===== config.mk =====
export PLATFORM = sky130hd
export DESIGN_NAME = tt_spine_sel
export DESIGN_NICKNAME = d
export VERILOG_FILES = /design/src/rtl/tt_spine_sel_pkg.sv /design/src/rtl/tt_sync_ff.sv /design/src/rtl/tt_spine_sel.sv
export SDC_FILE = /design/constraint.sdc
export NUM_CORES = 1
export LEC_CHECK = 0
export CAP_MARGIN = 10
export CORE_ASPECT_RATIO = 1.1
export CORE_UTILIZATION = 25
export CTS_CLUSTER_SIZE = 25
export DETAILED_ROUTE_END_ITERATION = 8
export GPL_ROUTABILITY_DRIVEN = 0
export GPL_TIMING_DRIVEN = 1
export MAX_ROUTING_LAYER = met4
export PLACE_DENSITY_LB_ADDON = 0.08
export SLEW_MARGIN = 10
export SYNTH_ARGS = -nofsm -noshare
export SYNTH_HDL_FRONTEND = slang
export SYNTH_SLANG_ARGS = --single-unit
export TNS_END_PERCENT = 1

===== constraint.sdc =====
create_clock -name clk -period 4.1 [get_ports clk]
set_clock_uncertainty 0.05 [all_clocks]
set_input_delay 0.41 -clock clk [delete_from_list [all_inputs] [get_ports clk]]
set_output_delay 0.41 -clock clk [all_outputs]
set_load 0.02 [all_outputs]

===== src/rtl/tt_spine_sel_pkg.sv =====
// Shared types and constants for the spine selection controller.
// Holds the FSM state encoding and select bus width.
package tt_spine_sel_pkg;

  localparam int TT_SEL_W = 10;

  typedef enum logic [1:0] {
    TT_SEL_ST_IDLE   = 2'd0,
    TT_SEL_ST_DRAIN  = 2'd1,
    TT_SEL_ST_SETTLE = 2'd2
  } tt_sel_st_e;

  function automatic int max2(input int a, input int b);
    return (a > b) ? a : b;
  endfunction

endpackage


===== src/rtl/tt_sync_ff.sv =====
// N-stage flip-flop synchroniser for slow asynchronous pins.
// All stages clear to 0 on reset.
module tt_sync_ff #(
  parameter int STAGES = 2
) (
  input  logic clk,
  input  logic rst,
  input  logic d,
  output logic q
);

  logic [STAGES-1:0] ff_q;
  logic [STAGES-1:0] ff_d;

  always_comb begin
    ff_d = {ff_q[STAGES-2:0], d};
  end

  always_ff @(posedge clk or posedge rst) begin
    if (rst) begin
      ff_q <= '0;
    end else begin
      ff_q <= ff_d;
    end
  end

  assign q = ff_q[STAGES-1];

endmodule


===== src/rtl/tt_spine_sel.sv =====
// Spine select/enable owner: target counter plus a
// break-before-make switch sequence towards the row muxes.
module tt_spine_sel
  import tt_spine_sel_pkg::*;
#(
  parameter int ADDR_W      = TT_SEL_W,
  parameter int SYNC_STAGES = 2,
  parameter int T_DEAD      = 4,
  parameter int T_SETTLE    = 8
) (
  input  logic              clk,
  input  logic              rst,
  input  logic              ext_sel_rst,
  input  logic              ext_sel_inc,
  input  logic              ext_ena,
  output logic [ADDR_W-1:0] spine_sel,
  output logic              spine_ena,
  output logic              busy
);

  localparam int CNT_W =
    $clog2(max2(T_DEAD, T_SETTLE) + 1);
  localparam logic [CNT_W-1:0] DEAD_LAST =
    CNT_W'(T_DEAD - 1);
  localparam logic [CNT_W-1:0] SETTLE_LAST =
    CNT_W'(T_SETTLE - 1);

  logic s_rst;
  logic s_inc;
  logic s_ena;
  logic s_inc_q;
  logic inc_pulse;

  tt_sync_ff #(.STAGES(SYNC_STAGES)) u_sync_rst (
    .clk (clk),
    .rst (rst),
    .d   (ext_sel_rst),
    .q   (s_rst)
  );

  tt_sync_ff #(.STAGES(SYNC_STAGES)) u_sync_inc (
    .clk (clk),
    .rst (rst),
    .d   (ext_sel_inc),
    .q   (s_inc)
  );

  tt_sync_ff #(.STAGES(SYNC_STAGES)) u_sync_ena (
    .clk (clk),
    .rst (rst),
    .d   (ext_ena),
    .q   (s_ena)
  );

  assign inc_pulse = s_inc & ~s_inc_q;

  tt_sel_st_e        st_q,   st_d;
  logic [CNT_W-1:0]  cnt_q,  cnt_d;
  logic [ADDR_W-1:0] tgt_q,  tgt_d;
  logic [ADDR_W-1:0] sel_q,  sel_d;
  logic              ena_q,  ena_d;
  logic              busy_q, busy_d;

  // Target tracks the pins in every state so no increment is lost.
  always_comb begin
    tgt_d = tgt_q;
    if (s_rst) begin
      tgt_d = '0;
    end else if (inc_pulse) begin
      tgt_d = tgt_q + 1'b1;
    end
  end

  always_comb begin
    st_d  = st_q;
    cnt_d = cnt_q;
    sel_d = sel_q;
    ena_d = ena_q;
    case (st_q)
      TT_SEL_ST_IDLE: begin
        if (tgt_q != sel_q) begin
          st_d  = TT_SEL_ST_DRAIN;
          cnt_d = '0;
          ena_d = 1'b0;
        end else begin
          ena_d = s_ena;
        end
      end
      TT_SEL_ST_DRAIN: begin
        ena_d = 1'b0;
        if (cnt_q == DEAD_LAST) begin
          sel_d = tgt_q;
          cnt_d = '0;
          st_d  = TT_SEL_ST_SETTLE;
        end else begin
          cnt_d = cnt_q + 1'b1;
        end
      end
      TT_SEL_ST_SETTLE: begin
        ena_d = 1'b0;
        if (cnt_q == SETTLE_LAST) begin
          cnt_d = '0;
          // Enable is already low, so a late change re-arms settle only.
          if (tgt_q != sel_q) begin
            sel_d = tgt_q;
          end else begin
            st_d  = TT_SEL_ST_IDLE;
            ena_d = s_ena;
          end
        end else begin
          cnt_d = cnt_q + 1'b1;
        end
      end
      default: begin
        st_d  = TT_SEL_ST_IDLE;
        cnt_d = '0;
        ena_d = 1'b0;
      end
    endcase
    busy_d = (st_d != TT_SEL_ST_IDLE);
  end

  always_ff @(posedge clk or posedge rst) begin
    if (rst) begin
      s_inc_q <= 1'b0;
      st_q    <= TT_SEL_ST_IDLE;
      cnt_q   <= '0;
      tgt_q   <= '0;
      sel_q   <= '0;
      ena_q   <= 1'b0;
      busy_q  <= 1'b0;
    end else begin
      s_inc_q <= s_inc;
      st_q    <= st_d;
      cnt_q   <= cnt_d;
      tgt_q   <= tgt_d;
      sel_q   <= sel_d;
      ena_q   <= ena_d;
      busy_q  <= busy_d;
    end
  end

  assign spine_sel = sel_q;
  assign spine_ena = ena_q;
  assign busy      = busy_q;

endmodule


==> flow_metrics.py <==
metrics = {
    "finish": {
        "syn_to_final_growth_pct": 21.9,
        "mostFrequentLayoutCell": "dfrtp_1",
        "fin_cells": 247,
        "layout-drive-gt1-share_pct": 8.38,
        "nets": 177,
        "fill_cells": 643,
        "antenna_cells": 0,
        "fin_util_pct": 31.9,
        "layout_common_cells": "35 x dfrtp_1, 16 x clkdlybuf4s50_1, 14 x nand2_1, 14 x xnor2_1, 13 x nor2_1",
        "design_area_mm2": 0.00200,
    },
    "timing": {
        "setup_viol": 0,
        "setup_tns_ns": 0,
        "worst_pin_slew_ns": 0.814,
        "period_needed_ns": 2.20,
        "layout_worst_path_cycle_share_pct": 53.7,
        "slew_violations": 0,
        "maxSlewHeadroom_pct": 45.6,
        "rsz0062_at_grt": "false",
        "max_freq_mhz": 454,
        "hold_viol": 0,
    },
    "critical_path": {
        "setup.worst_path.class": "flop to flop",
        "cp-startpoint": "tgt_q[2]",
        "timing.rr.end": "spine_sel[3]",
        "cp_max_fo": 10,
        "cp-start-kind": "flop",
        "rrSetupSlack_ns": 1.90,
        "r2r_cells": 5,
        "required_ns": 4.22,
        "end_kind": "flop",
        "worstPathArrival_ns": 2.32,
        "rr_startpoint": "tgt_q[2]",
    },
    "min_path": {
        "whs_path_depth": 0,
        "holdCritPathClass": "flop to flop",
        "hold_end": "u_sync_rst.ff_q[1]",
        "min_from": "u_sync_rst.ff_q[0]",
    },
    "global_routing": {
        "grt_pass1_wl_mm": 5.46,
        "grt_max_degree": 22,
        "grt_pass1_vias": 1179,
        "antenna_found_initial": 0,
        "grt_usage_pct": 11.0,
        "grt-ovfl-total": 0,
    },
    "clocking": {
        "clock_path_buffers": 2,
        "cts_sinks": 35,
        "clk_pin_slew_ns": 0.07,
        "cts_setup_buffers": 0,
        "cts_root_buf": "clkbuf_8",
        "ctsResizeCount": 0,
        "clock_latency_ns": 0.28,
        "cts_tree": "yes",
        "cts_inserted_buffers": 5,
        "hold_buffers": 0,
        "htreeDepth": 2,
    },
    "logic_synthesis": {
        "ys_seq_elements": 35,
        "synth-compound-area-share_pct": 6.55,
        "synth-simple-area-share_pct": 14.9,
        "syn_avg_cell_area_um2": 11.4,
        "ys_warn_count": 0,
        "synth_top_family_by_area": "simple AND/OR/NAND/NOR gates",
        "synth_xor_xnor_area_share_pct": 10.1,
        "yosysSeqAreaShare_pct": 53.4,
        "syn_inst": 144,
        "syn_nets": 155,
        "yosysUniqueCellTypes": 32,
        "synth_area_mm2": 0.00164,
        "synthAdderAreaFrac_pct": 4.57,
        "muxShareOfSynthArea_pct": 8.08,
    },
    "placed_design": {
        "dp_cells": 239,
        "dp_hpwl_mm": 2.28,
        "placed_cell_area_mm2": 0.00190,
        "portBuffers": 16,
    },
    "floorplanning": {
        "placementRows": 30,
        "dieArea_mm2": 0.00689,
        "core_mm2": 0.00627,
        "start_util_pct": 26.2,
        "num_io_pins": 17,
        "fp.dieW_um": 79.3,
        "fp.dieH_um": 87.0,
    },
    "status": {
        "status": "completed",
    },
    "job": {
        "cap_violations": 0,
    },
    "detailed_routing": {
        "dr_total_vias": 1082,
        "drt_first_pass_iters": 4,
        "detail_route.wl_per_cell_um": 12.5,
        "vias_per_cell": 4.38,
        "first_iter_violations": 40,
        "antenna_left": 0,
        "drcViolationCount": 0,
        "routed_wl_mm": 3.10,
    },
    "pwr": {
        "swShare_pct": 31.2,
        "p_per_area_mw_per_mm2": 462,
        "vdd_drop_max_uv": 273,
        "seq_power_share_pct": 43.0,
        "leakage_nw": 0.892,
        "power.switching_uw": 288,
        "finalPower_uw": 925,
        "internal-power_uw": 636,
        "pwr-share-clk_pct": 29.6,
        "pwr-share-comb_pct": 27.4,
    },
}
-- critical path, cell delays in order (launching register included) --
cell and delay (ns):
dfrtp_1 0.43, xnor2_1 0.25, nand4_2 0.24, nor3_1 0.26, a211o_1 0.46, mux2_2 0.39
-- cells by family after synthesis --
group           Yosys count
compound gates           16
xor+xnor                 19
fa+ha+maj                 6
buf+inv                  10
flops                    35
mux                      12
simple gates             46
-- power groups by stage --
stage	clock network [mW]	registers (mW)	logic, mW
after CTS	0.286	0.398	0.258
after floorplan	0	0.416	0.170
after global placement	0	0.403	0.257
after detailed placement	0	0.405	0.257
final	0.273	0.398	0.254
after global routing	0.301	0.402	0.284
-- sequential cells by signal, summed over array words and instances, names as in the netlist --
name,cells
st_q,2
u_sync_ena.ff_q,2
u_sync_inc.ff_q,2
u_sync_rst.ff_q,2
spine_sel,10
s_inc_q,1
spine_ena,1
busy,1
cnt_q,4
tgt_q,10
-- synth_stat cells, drive strengths merged --
library cell,count,area [µm²]
a31oi,1,6.26
mux2i,2,20.0
xor2,5,43.8
buf,1,5.00
nor2,13,48.8
inv,8,30.0
nand4,2,25.0
o41a,1,11.3
and4,1,8.76
mux2,10,113
nand3,3,15.0
o21ai,5,25.0
nor3,1,5.00
o32ai,1,8.76
ha,6,75.1
clkbuf,1,3.75
or2,2,12.5
xnor2,14,123
a211o,1,8.76
or3,1,6.26
o41ai,1,8.76
nor4,1,21.3
and3,6,37.5
nand2,14,52.6
dfrtp,35,876
a211oi,1,7.51
nor2b,2,12.5
a21oi,3,15.0
o31a,1,8.76
o21a,1,7.51
-- worst max-delay path by stage --
stage | endpoint | slack, ns | cells past startpoint
after CTS | spine_sel[3] | 1.84 | 5
after detailed placement | spine_sel[9] | 1.84 | 5
after floorplan | spine_sel[0] | 2.19 | 6
after global placement | spine_sel[0] | 1.87 | 5
after global routing | spine_sel[3] | 1.72 | 6
final | spine_sel[3] | 1.90 | 5
-- routing by layer --
metal  part of all wire [%]  global-route usage [%]  vias up
met5                      0                       -        -
met4                    2.1                    4.96        0
met3                    2.8                    3.14        7
met2                     50                    18.7       14
met1                     45                    11.9      533
li1                       -                       -      528
-- per-stage QoR --
stage / worst slack, ns / hold WS [ns]
after detailed placement: 1.84 / 0.285
after global placement: 1.87 / 0.284
after CTS: 1.84 / 0.300
after floorplan: 2.19 / 0.281
after global routing: 1.72 / 0.317
final: 1.90 / 0.299
-- layout make-up --
cell class / instances / area, µm² / share of cell area [%]
Timing Repair Buffer: 17 / 168 / 8.38
Sequential cell: 35 / 876 / 43.8
Clock buffer: 8 / 100 / 5.00
Multi-Input combinational cell: 99 / 727 / 36.3
Inverter: 8 / 30.0 / 1.50
Tap cell: 80 / 100 / 5.00
Note: power is estimated with default switching activity, not from simulation.
